===== config.mk =====
export PLATFORM = sky130hd
export DESIGN_NAME = approx_adder_mae_monitor
export DESIGN_NICKNAME = d
export VERILOG_FILES = /design/src/rtl/approx_adder_mae_monitor.sv
export SDC_FILE = /design/constraint.sdc
export NUM_CORES = 1
export LEC_CHECK = 0
export CELL_PAD_IN_SITES_DETAIL_PLACEMENT = 0
export CELL_PAD_IN_SITES_GLOBAL_PLACEMENT = 1
export CORE_MARGIN = 1
export CORE_UTILIZATION = 40
export DETAILED_ROUTE_END_ITERATION = 10
export DONT_BUFFER_PORTS = 1
export PLACE_DENSITY_LB_ADDON = 0.3
export SLEW_MARGIN = 25
export SYNTH_ARGS = -nofsm -noshare
export SYNTH_HDL_FRONTEND = slang
export SYNTH_SLANG_ARGS = --single-unit
export TNS_END_PERCENT = 50

===== constraint.sdc =====
create_clock -name clk -period 5.2 [get_ports clk]
set_input_delay 1.04 -clock clk [delete_from_list [all_inputs] [get_ports clk]]
set_output_delay 1.04 -clock clk [all_outputs]
set_load 0.02 [all_outputs]

===== src/rtl/approx_adder_mae_monitor.sv =====
// approx_adder_mae_monitor
//
// Purpose: sweeps every operand pair of a WIDTH-bit approximate adder that
// sits beside this block, one pair per clock. The adder sum is compared with
// the exact sum. The block accumulates:
//   - the error count,
//   - the worst-case error,
//   - the sum of absolute errors (MAE = sum_abs_err >> 2*WIDTH).
//
// Optional feature (macro MAE_MONITOR_WCE_ADDR_EN):
//   defined     -> wce_a/wce_b capture the operands of the first pair that
//                  reaches the worst-case error.
//   not defined -> the capture registers are absent and wce_a/wce_b read 0.
//
// Ports:
//   clk          rising-edge clock
//   rst_n        asynchronous active-low reset
//   start        single-cycle pulse, starts a sweep when not busy
//   a_out/b_out  registered operands driven to the adder under test
//   dut_sum      adder-under-test sum, combinational from a_out/b_out
//   busy/done    sweep in progress / sweep complete (results valid)
//   err_count    number of pairs with nonzero error
//   max_err      worst-case absolute error
//   sum_abs_err  sum of absolute errors
//   wce_a/wce_b  operands of the first worst-case pair
module approx_adder_mae_monitor #(
  parameter int WIDTH = 8
) (
  input  logic                 clk,
  input  logic                 rst_n,
  input  logic                 start,
  output logic [WIDTH-1:0]     a_out,
  output logic [WIDTH-1:0]     b_out,
  input  logic [WIDTH:0]       dut_sum,
  output logic                 busy,
  output logic                 done,
  output logic [2*WIDTH:0]     err_count,
  output logic [WIDTH:0]       max_err,
  output logic [3*WIDTH:0]     sum_abs_err,
  output logic [WIDTH-1:0]     wce_a,
  output logic [WIDTH-1:0]     wce_b
);

  localparam int EW = WIDTH + 1;
  localparam int CW = 2 * WIDTH + 1;
  localparam int SW = 3 * WIDTH + 1;

  localparam logic [1:0] IDLE = 2'd0;
  localparam logic [1:0] RUN  = 2'd1;
  localparam logic [1:0] DONE = 2'd2;

  logic [1:0]       state_q, state_d;
  logic [WIDTH-1:0] a_q, a_d;
  logic [WIDTH-1:0] b_q, b_d;
  logic [CW-1:0]    cnt_q, cnt_d;
  logic [EW-1:0]    max_q, max_d;
  logic [SW-1:0]    sum_q, sum_d;

  logic [EW-1:0]    exact;
  logic [EW-1:0]    err;
  logic             clear;
  logic             new_max;

  always_comb begin
    exact   = EW'(a_q) + EW'(b_q);
    // Both sums are unsigned, so take the magnitude of the difference.
    err     = (exact >= dut_sum) ? (exact - dut_sum) : (dut_sum - exact);
    clear   = 1'b0;
    new_max = 1'b0;
    state_d = state_q;
    a_d     = a_q;
    b_d     = b_q;
    cnt_d   = cnt_q;
    max_d   = max_q;
    sum_d   = sum_q;
    case (state_q)
      IDLE, DONE: begin
        if (start) begin
          clear   = 1'b1;
          state_d = RUN;
          a_d     = '0;
          b_d     = '0;
          cnt_d   = '0;
          max_d   = '0;
          sum_d   = '0;
        end
      end
      RUN: begin
        if (err != '0) cnt_d = cnt_q + CW'(1);
        sum_d = sum_q + SW'(err);
        if (err > max_q) begin
          new_max = 1'b1;
          max_d   = err;
        end
        // b is the fast index. On the final pair the operands are left at
        // all ones rather than wrapping.
        if (b_q == '1) begin
          if (a_q == '1) begin
            state_d = DONE;
          end else begin
            a_d = a_q + WIDTH'(1);
            b_d = '0;
          end
        end else begin
          b_d = b_q + WIDTH'(1);
        end
      end
      default: state_d = IDLE;
    endcase
  end

  always_ff @(posedge clk or negedge rst_n) begin
    if (!rst_n) begin
      state_q <= IDLE;
      a_q     <= '0;
      b_q     <= '0;
      cnt_q   <= '0;
      max_q   <= '0;
      sum_q   <= '0;
    end else begin
      state_q <= state_d;
      a_q     <= a_d;
      b_q     <= b_d;
      cnt_q   <= cnt_d;
      max_q   <= max_d;
      sum_q   <= sum_d;
    end
  end

`ifdef MAE_MONITOR_WCE_ADDR_EN
  logic [WIDTH-1:0] wa_q, wa_d;
  logic [WIDTH-1:0] wb_q, wb_d;

  // Strict comparison in new_max keeps the first pair that hits the maximum.
  always_comb begin
    wa_d = wa_q;
    wb_d = wb_q;
    if (clear) begin
      wa_d = '0;
      wb_d = '0;
    end else if (new_max) begin
      wa_d = a_q;
      wb_d = b_q;
    end
  end

  always_ff @(posedge clk or negedge rst_n) begin
    if (!rst_n) begin
      wa_q <= '0;
      wb_q <= '0;
    end else begin
      wa_q <= wa_d;
      wb_q <= wb_d;
    end
  end

  assign wce_a = wa_q;
  assign wce_b = wb_q;
`else
  logic unused_capture;
  assign unused_capture = clear ^ new_max;
  assign wce_a = '0;
  assign wce_b = '0;
`endif

  assign a_out       = a_q;
  assign b_out       = b_q;
  assign busy        = (state_q == RUN);
  assign done        = (state_q == DONE);
  assign err_count   = cnt_q;
  assign max_err     = max_q;
  assign sum_abs_err = sum_q;

endmodule


# Word-level counts from Yosys, hierarchy flattened
# Index checks and enable logic that the tools add are counted.
# word_totals
word_cells,56
ff_bits,69
# classes
muxes,20
n_reduce_logical,10
n_eq_ne,11
magnitude_cmp,2
n_addsub,7
# op_table
operator,count
25-bit one-hot mux with 2 select lines,1
8-bit two-way mux,5
17-bit two-way mux,2
17-bit one-hot mux with 2 select lines,1
8-bit one-hot mux with 2 select lines,2
9-bit two-way mux,3
25-bit by 9-bit adder with 25-bit output,1
25-bit two-way mux,1
9-bit one-hot mux with 2 select lines,1
9-bit subtractor,2
17-bit by 1-bit adder with 17-bit output (second input constant),1
8-bit by 1-bit adder with 8-bit output (second input constant),2
8-bit equality test (second input constant),2
3-bit AND reduction,4
8-bit by 8-bit adder with 9-bit output,1
9-bit >= comparator,1
9-bit > comparator,1
9-bit nonzero test,1
2-bit by 1-bit != test with 1-bit output (second input constant),4
2-bit two-way mux,3
2-bit != test (second input constant),2
2-bit one-hot mux with 2 select lines,1
4-bit AND reduction,1
3-bit != test (second input constant),1
other kinds (6),6

# Logic depth before layout (Yosys ltp)
# depth
word_depth,6
depth_mapped,27
mapped_depth_nobuf,24

# Least setup slack after synthesis
# Ideal clock, no wire load.
# synth_timing
path_kind,register to register
startpoint,"register a_q[0], in the netlist a_out[0]"
endpoint,"register sum_q[22], in the netlist sum_abs_err[22]"
path_buffers,4
setup_slack_ns,-0.624
setup_time_ns,0.136
stages_incl_launch_ff,28
required_ns,5.064
synth_period_minus_slack_ns,5.824
t_arrival_ns,5.688
path_cell_list,dfrtp_1 -> ha_1 -> fa_1 -> a21o_1 -> a21oi_1 -> o21bai_1 -> a21oi_1 -> xnor2_1 -> ha_1 -> clkbuf_1 -> nand2_1 -> a21oi_1 -> o21ai_0 -> and3_1 -> clkbuf_1 -> buf_4 -> mux2i_1 -> xor2_1 -> ha_1 -> a21o_1 -> a21o_1 -> a21o_1 -> a21oi_1 -> o21ai_0 -> a41oi_1 -> clkbuf_1 -> nor3_1 -> mux2i_1
# synth_via
elab_chain_len,5
# synth_lines
item,line_no,rtl
start: declaration,53,"logic [WIDTH-1:0] a_q, a_d;"
start signal: assignment,115,a_q <= '0;
start signal: assignment,122,a_q <= a_d;
8-bit by 8-bit adder with 9-bit output (*),65,exact = EW'(a_q) + EW'(b_q);
9-bit subtractor or 9-bit >= comparator (tied branches),67,err = (exact >= dut_sum) ? (exact - dut_sum) : (dut_sum - exact);
9-bit two-way mux (*),67,
25-bit by 9-bit adder with 25-bit output (*),90,sum_d = sum_q + SW'(err);
25-bit one-hot mux with 2 select lines (*),76,case (state_q)
end signal: assignment,126,sum_q <= sum_d;
end: declaration,57,"logic [SW-1:0] sum_q, sum_d;"
# Mark *: on every way between the ends. The rest lies on a longest branch, timed or not.
# A chain may end at the register's enable or synchronous reset.

# Final worst setup path
# layout_timing
startpoint,"register b_q[0], in the netlist b_out[0]"
endpoint,"register sum_q[24], in the netlist sum_abs_err[24]"
# layout_via
elab_chain_len,5
# layout_lines
item,line_no,rtl
start: declaration,54,"logic [WIDTH-1:0] b_q, b_d;"
start signal: assignment,116,b_q <= '0;
start signal: assignment,123,b_q <= b_d;
8-bit by 8-bit adder with 9-bit output (*),65,
9-bit subtractor or 9-bit >= comparator (tied branches),67,
9-bit two-way mux (*),67,
25-bit by 9-bit adder with 25-bit output (*),90,
25-bit one-hot mux with 2 select lines (*),76,
# Marks and branches as above.

==> flow_summary.yaml <==
run_status:
  outcome: "completed"
timing:
  setup-violations-final: 0
  finalSetupTns_ps: 0
  rsz0062_at_grt: "true"
  period_needed_ps: 5040
  slew-limit-headroom: 0.341
  hold_viol_final: 0
  fin_skew_ps: 6.97
  maxSlewViolCount: 0
  fin_crit_sh: 0.969
  fmaxAchievable_mhz: 198
  worst_pin_slew_ps: 985
cts:
  htree_levels: 3
  path_clk_slew_ps: 60
  cts_tree: "built"
  cts_buffers: 9
  cts_buffer_depth: 2
  clk_latency_ps: 340
  cts_root_buf: "clkbuf_16"
  clock_sinks: 69
floorplanning:
  num_rows: 42
  die_x_um: 120
  io_pins: 97
  die_h_um: 120
  die-area_um2: 14300
  start_util: 0.415
  core-area_um2: 13300
layout:
  drive_gt1_frac: 0.192
  fin_nets: 733
  diodes: 0
  area_delta_synth_final_pct: 18.5
  final_area_um2: 6560
placement:
  io_buffers: 0
  routabilityCongestion: 0.913
  place_hpwl_um: 10800
  dpl-instance-area_um2: 5950
global_route:
  grt_max_degree: 70
  grt_first_pass_wirelength_um: 23700
  grt_overflow: 0
  grt_usage: 0.208
  antenna_found_initial: 0
  grt_pass1_vias: 4768
detailed_routing:
  dr.first_iter.drc_count: 216
  viasPerCell: 5.62
  drtPass1Iterations: 5
  wl_per_cell_um: 17.2
  totalWireLength_um: 14500
  ant_nets: 0
  num_vias: 4763
  drcViolationCount: 0
run:
  maxCapViolCount: 0
synthesis:
  yosys_warnings: 0
  synth_top_area_share: 0.312
  yosysTopAreaCell: "dfrtp_1"
  synth_seq_cells: 69
  yosys-top-cells-count: "69 x dfrtp_1, 52 x nand2_1, 50 x ha_1"
  synthCells: 629
  async_flop_share: 1.00
  syn-cell-area_um2: 5540
  synth_ff_type: "dfrtp_1"
  synth_edf_count: 0
  ys_top_cells_by_area: "dfrtp_1 31%, ha_1 11%, nand2_1 3.5%"
  syn_avg_cell_area_um2: 8.80
  yosysUniqueCellTypes: 62
  yosysSeqAreaShare: 0.312
  synth_most_common_cell: "dfrtp_1"
power_and_ir_drop:
  peakVddDrop_mv: 0.249
  leakage_nw: 3.00
  power_density_nw_per_um2: 467
  design_power_total_w: 0.00306
critical_path:
  worstSetupPathType: "reg2reg"
  path_max_fanout: 6
  cp-start-kind: "flop"
  cp.arrival_ps: 5250
  required_ps: 5410
  critPathCaptureType: "flop"
min_path:
  hold_class: "in2async"
## state kept, by name, summed over array words and instances (netlist names)
register     cells
err_count       17
max_err          9
sum_abs_err     25
a_out            8
b_out            8
state_q          2
## power breakdown
group	internal, W	leakage (nW)	switching [W]
combinational	0.000704	1.97	0.000706
clock	0.000410	0.152	0.000233
sequential	0.000676	0.875	0.000336
## cells by family (layout without fill, tap and decap cells)
logic type / count (synthesis) / count (layout) / share of synthesized area
simple gates: 214 / 214 / 0.196
compound gates: 153 / 153 / 0.193
buf+inv: 85 / 113 / 0.0734
flops: 69 / 69 / 0.312
fa+ha+maj: 54 / 54 / 0.127
mux: 28 / 28 / 0.0574
xor+xnor: 25 / 25 / 0.0395
other cells: 1 / 16 / 0.000677
## final cells by class
type,instances,area [um2]
Tap cell,176,220
Timing Repair Buffer,53,410
Multi-Input combinational cell,490,3720
Sequential cell,69,1730
Fill cell,1284,6790
Inverter,44,165
Clock buffer,13,270
Clock inverter,3,42.5
## metrics by stage
stage | hold slack (ps) | cells | setup slack (ps) | utilization
6_report | 395 | 848 | 159 | 0.491
5_1_grt | 380 | 848 | -66.4 | 0.491
4_1_cts | 378 | 839 | 11.3 | 0.472
3_5_place_dp | 555 | 823 | -243 | 0.446
3_3_place_gp | 536 | 823 | -119 | 0.446
2_1_floorplan | 510 | 644 | 32.1 | -
## final timing paths
check | start | to | slack, ps | depth (start not counted)
min in group clk | state_q[1] | state_q[1] | 570 | 1
min | rst_n | err_count[3] | 400 | 0
min reg2reg | state_q[1] | state_q[1] | 570 | 1
max | b_out[0] | sum_abs_err[24] | 160 | 26
max in group asynchronous | rst_n | b_out[0] | 4660 | 0
max reg2reg | b_out[0] | sum_abs_err[24] | 160 | 26
## what timing repair did
action                                  CTS  global route
endpoints found under the setup margin   18            27
gates resized for setup                   7            42
pin swaps                                 0            26
gates cloned                              0             2
setup buffers                             0             7
hold buffers                              0             0
## cells in the final DEF (no fill, tap or decap), types with 11 or more instances in the layout
cell / count
dfrtp_1: 67
nand2_1: 52
buf_4: 48
ha_1: 45
inv_1: 44
nor2_1: 34
o21ai_0: 28
nand3_1: 25
and3_1: 23
nor3_1: 21
a21oi_1: 20
conb_1: 16
a221o_1: 15
mux2i_1: 13
o211ai_1: 12
xnor2_1: 12
a21o_1: 11
## per-layer routing
metal / part of all wire / GRT usage
met5: 0 / 0
met4: 0.026 / 0.0758
met3: 0.067 / 0.0727
met2: 0.49 / 0.354
met1: 0.41 / 0.240
## critical path: stages, from the launching register on
cell,delay [ps]
dfrtp_2,420
ha_4,170
fa_2,350
a21o_1,170
a21oi_2,190
o21bai_1,110
a21oi_2,180
nor2b_1,60
o21ai_1,130
nand2b_1,150
ha_1,320
and2_4,150
nand3_1,60
and3_4,210
buf_6,130
mux2i_4,190
buf_6,130
fa_2,370
a21o_1,190
a21o_1,160
a21o_1,160
a21oi_2,170
o21ai_2,100
a41oi_2,260
buf_6,160
nor3_1,60
mux2i_1,120
No activity file was read; power rests on OpenSTA's default activity.
==> edit 1, RTL diff (config.mk and constraints unchanged) <==
Take the reset off `a_q` and load it in a clocked block of its own.
--- a/src/rtl/approx_adder_mae_monitor.sv
+++ b/src/rtl/approx_adder_mae_monitor.sv
@@ -113,5 +113,4 @@
     if (!rst_n) begin
       state_q <= IDLE;
-      a_q     <= '0;
       b_q     <= '0;
       cnt_q   <= '0;
@@ -120,5 +119,4 @@
     end else begin
       state_q <= state_d;
-      a_q     <= a_d;
       b_q     <= b_d;
       cnt_q   <= cnt_d;
@@ -126,4 +124,8 @@
       sum_q   <= sum_d;
     end
+  end
+
+  always_ff @(posedge clk) begin
+    a_q <= a_d;
   end
 
Formal check against the unedited RTL: same outputs for any inputs over 4 cycles, from zero or initial values and one cycle with rst_n low; that may be too few to reach the edited logic, so the function may still have changed.
==> edit 1 against the original RTL <==
  * Sequential cell count stayed put
  * Worst setup slack better by 140 ps
  * Maximum frequency is 2.8% higher
  * Routed wire length is 7.4% lower
  * Core utilization is 1.6 points lower
  * Synthesized area is 4.1% lower
  * Die area is 4.0% lower
  * Final area is 7.5% lower
  * Count of clock-buffer cells in the layout is 3 lower
Power is left out: the tool's default activity adds up to more than one toggle a clock period on the data nets, which glitch-free logic cannot reach.
==> edit 1: results <==
[synthesis]
synth_xor_area_share_pct = 5.58
synthTopCellsByArea = "dfrtp_1 (29%), ha_1 (12%), edfxtp_1 (4.5%)"
synthMuxAreaShare_pct = 2.14
synth_ff_type = "dfrtp_1"
synthArstFlopShare_pct = 88.4
yosys_warnings = 0
yosysSeqAreaShare_pct = 33.3
synth_top_family_by_area = "simple AND/OR/NAND/NOR gates"
yosys-top-cells-count = "dfrtp_1 (61), nand2_1 (54), ha_1 (50), o21ai_0 (42), inv_1 (39)"
synth_cell_types = 56
synth_enable_flop_cells = 8
synth_fa_ha_area_share_pct = 13.3
synth-compound-area-share_pct = 19.1

[sta]
finClkSkew_ps = 7.34
worstMarginPinSlew_ps = 1030

[place]
dpl.hpwl_um = 9780
io_buffers = 0
gp_congestion = 0.868

[hold_path]
min_path_type = "in -> async"

[global_routing]
antenna_found_initial = 0
grt_pass1_vias = 4206
grt_util_all_layers_pct = 20.4
grt_pass1_wl_um = 21400
grt_max_degree = 62

[clocking]
clk_latency_ps = 340
cts_made_buffers = 9
clk_pin_slew_ps = 60
cts_buffer_depth = 2
ctsRootBufferMaster = "clkbuf_16"
htreeDepth = 3

[layout]
fin_nets = 687
drive_above_1_share_pct = 13.7
diodes = 0
largest_reg_flops = 25

[run_status]
status = "completed"

[routing]
wl_per_cell_um = 16.9
drt_iter0_drc = 283
dr_total_vias = 4399
firstDrtPassIters = 4

[setup_path]
end_kind = "flop"
cp.arrival_ps = 5120
cp-startpoint = "a_out[0]"
rrSetupSlack_ps = 300
cp_max_fo = 8
r2r_end = "sum_abs_err[19]"
r2r_cells = 25
## edit 1: cell count changes in the layout (fill, tap and decap cells not counted), sizes merged, moves of 8 or more
cell	before	now
o21ai	37	46
nand3	25	33
dfrtp	69	61
buf	53	34
mux2i	16	8
edfxtp	0	8
## edit 1: how the worst min path moves through the flow
stage	from	endpoint	slack (ps)	cells after the start
after floorplan	sum_abs_err[24]	sum_abs_err[24]	590	1
after global placement	sum_abs_err[24]	sum_abs_err[24]	610	1
after detailed placement	sum_abs_err[24]	sum_abs_err[24]	620	1
after CTS	rst_n	err_count[7]	370	0
after global routing	rst_n	sum_abs_err[12]	370	0
final	rst_n	sum_abs_err[12]	390	0
## edit 1: cell families after synthesis
group | Yosys count
other | 1
muxes | 11
and+or+nand+nor | 205
buffers and inverters | 78
AOI/OAI and AO/OA | 149
adders and majority gates | 54
DFF | 69
xor gates and xnor gates | 33
## edit 1: worst max-delay path, stage by stage, from the launching register on
cell and delay, ps:
edfxtp_1 390, ha_2 210, fa_2 360, a21oi_2 140
nor2_1 60, nor2_2 110, o21bai_1 100, a21oi_2 180
nor2b_1 70, o21ai_1 130, nand2b_1 130, ha_4 250
a21oi_2 170, nand2_2 100, o21ai_4 190, buf_6 180
mux2_2 400, ha_4 290, nand2_1 60, a21oi_2 130
o21a_1 150, o21ai_1 80, a21oi_1 220, nand4_1 310
o211ai_1 290, o31ai_1 100
## edit 1: final cells by class
type	count	area (um^2)
Tap cell	172	215
Sequential cell	69	1770
Fill cell	1206	6700
Timing Repair Buffer	34	259
Clock inverter	6	91.3
Inverter	39	146
Clock buffer	10	250
Multi-Input combinational cell	468	3340
## edit 1: timing repair
| item | in CTS | in global routing |
|---|---|---|
| resized for setup | 2 | 26 |
| buffers inserted | 1 | 2 |
| hold endpoints to repair | 0 | 0 |
| endpoints found under the setup margin | 16 | 27 |
| pin swaps | 2 | 13 |
## edit 1: layer usage
metal / routed length, um / track usage (%) / up-vias
met4: 147 / 5.74 / 0
met5: 0 / 0 / -
met1: 6300 / 26.9 / 2108
li1: - / - / 2169
met3: 694 / 4.74 / 13
met2: 6330 / 33.5 / 109
## edit 1: per-stage QoR
step,setup TNS [ps],worst slack [ps],util [%],instances,instance area [um^2]
6_report,0,296,47.5,798,6070
5_1_grt,0,3.33,47.5,798,6070
4_1_cts,-21.2,-21.2,46.5,796,5930
3_5_place_dp,-527,-111,43.7,779,5580
3_3_place_gp,0,51.9,43.7,779,5580
2_1_floorplan,0,14.8,-,615,5370
==> edit 2, RTL diff (same flow settings) <==
Without the edit above. `WIDTH`: 8 -> 6.
--- a/src/rtl/approx_adder_mae_monitor.sv
+++ b/src/rtl/approx_adder_mae_monitor.sv
@@ -25,5 +25,5 @@
 //   wce_a/wce_b  operands of the first worst-case pair
 module approx_adder_mae_monitor #(
-  parameter int WIDTH = 8
+  parameter int WIDTH = 6
 ) (
   input  logic                 clk,
Ports: changed (8 resized); port bits go from 97 to 75. The function was not compared with the original's and may differ.
==> edit 2 against the original RTL <==
  * Worst setup slack improved by 180 ps
  * Global-route usage is 1.1 points lower
  * Synthesized area is 25% lower
  * Hold slack improved by 12 ps
  * Sequential cell count is 16 lower
  * Critical path type unchanged
  * Highest routed layer unchanged
  * Core utilization fell by 3.8 points
  * Routed wire length decreased by 29%
  * Via count fell by 27%
  * Final area is 31% lower
  * Largest cell class unchanged
Power is left out: the tool's default activity adds up to more than one toggle a clock period on the data nets, which glitch-free logic cannot reach.
==> edit 2: results <==
[synthesis]
yosysSeqAreaShare_pct = 31.8
synth_area_um2 = 4170
synth_xor_area_share_pct = 3.57
synth_seq_cells = 53
yosys-top-cells-count = "dfrtp_1 (53), inv_1 (43), nand2_1 (41), ha_1 (39), o21ai_0 (28)"
synth_cell_types = 61
synth_fa_ha_area_share_pct = 13.6
synthMuxAreaShare_pct = 2.22
synth-compound-area-share_pct = 23.7
synthTopCellsByArea = "dfrtp_1 (32%), ha_1 (12%), inv_1 (3.9%)"

[clocking]
htreeDepth = 2
clk_latency_ps = 310
clk_pin_slew_ps = 110
cts_made_buffers = 5
ctsRootBufferMaster = "clkbuf_8"

[layout]
n_all_buffers = 21
nMultiInputCombCells = 352
drive_above_1_share_pct = 11.5
clk_share_pct = 2.14
largest_reg_flops = 19
multi_input_area_um2 = 2600
n_clock_buffer = 6
sh_seq_area_pct = 29.4
buf_share_pct = 3.50
area_delta_synth_final_pct = 8.26
nNonClkInverters = 44
num-fill-cells = 980
fin_nets = 530

[setup_path]
r2r_cells = 22
cp_max_fo = 12
cp-startpoint = "a_out[0]"
cp.arrival_ps = 5080
slowest_stage = "ha_2"

[global_routing]
grt_pass1_wl_um = 17400
grt_util_all_layers_pct = 19.7
grt_max_degree = 54
grtUsageMet2_pct = 33.3
grt.met1_usage_pct = 25.9
grt_use_met3_pct = 3.63
grt_pass1_vias = 3443

[routing]
wl_met2_um = 4990
wl_per_cell_um = 17.0
met1_length_um = 4800
dr_total_vias = 3455
drt_iter0_drc = 140
wl_met3_um = 467

[place]
dp_slack_ps = 66.9
dpl.hpwl_um = 7610
postPlaceCellArea_um2 = 4370
gp_congestion = 0.836

[run_status]
status = "completed"

[sta]
finClkSkew_ps = 10.4
==> edit 2: changes by cell type after synthesis, moves of 8 or more <==
cell / delta
a221o_1: -11
ha_1: -11
and3_1: -16
nand3_1: -8
o22ai_1: +8
dfrtp_1: -16
nand2_1: -11
mux2i_1: -9
o211ai_1: -12
nor3_1: -10
o31ai_1: -8
mux2_2: -8
a41oi_1: +9
nor2_1: -12
==> edit 2: worst paths after layout <==
path	to	slack, ps
min in group clk	a_out[1]	640
max in group asynchronous	sum_abs_err[2]	4680
min reg2reg	a_out[1]	640
max reg2reg	sum_abs_err[16]	330
min	err_count[9]	410
max	sum_abs_err[16]	330
==> edit 2: per-stage QoR <==
step	cells	setup TNS, ps
3_3_place_gp	603	0
3_5_place_dp	603	0
6_report	611	0
5_1_grt	611	-11.3
4_1_cts	611	0
2_1_floorplan	480	0
==> edit 2: what timing repair did <==
item                       CTS  global route
hold buffers                 0             0
setup endpoints to repair    0            19
gates resized for setup      0             9
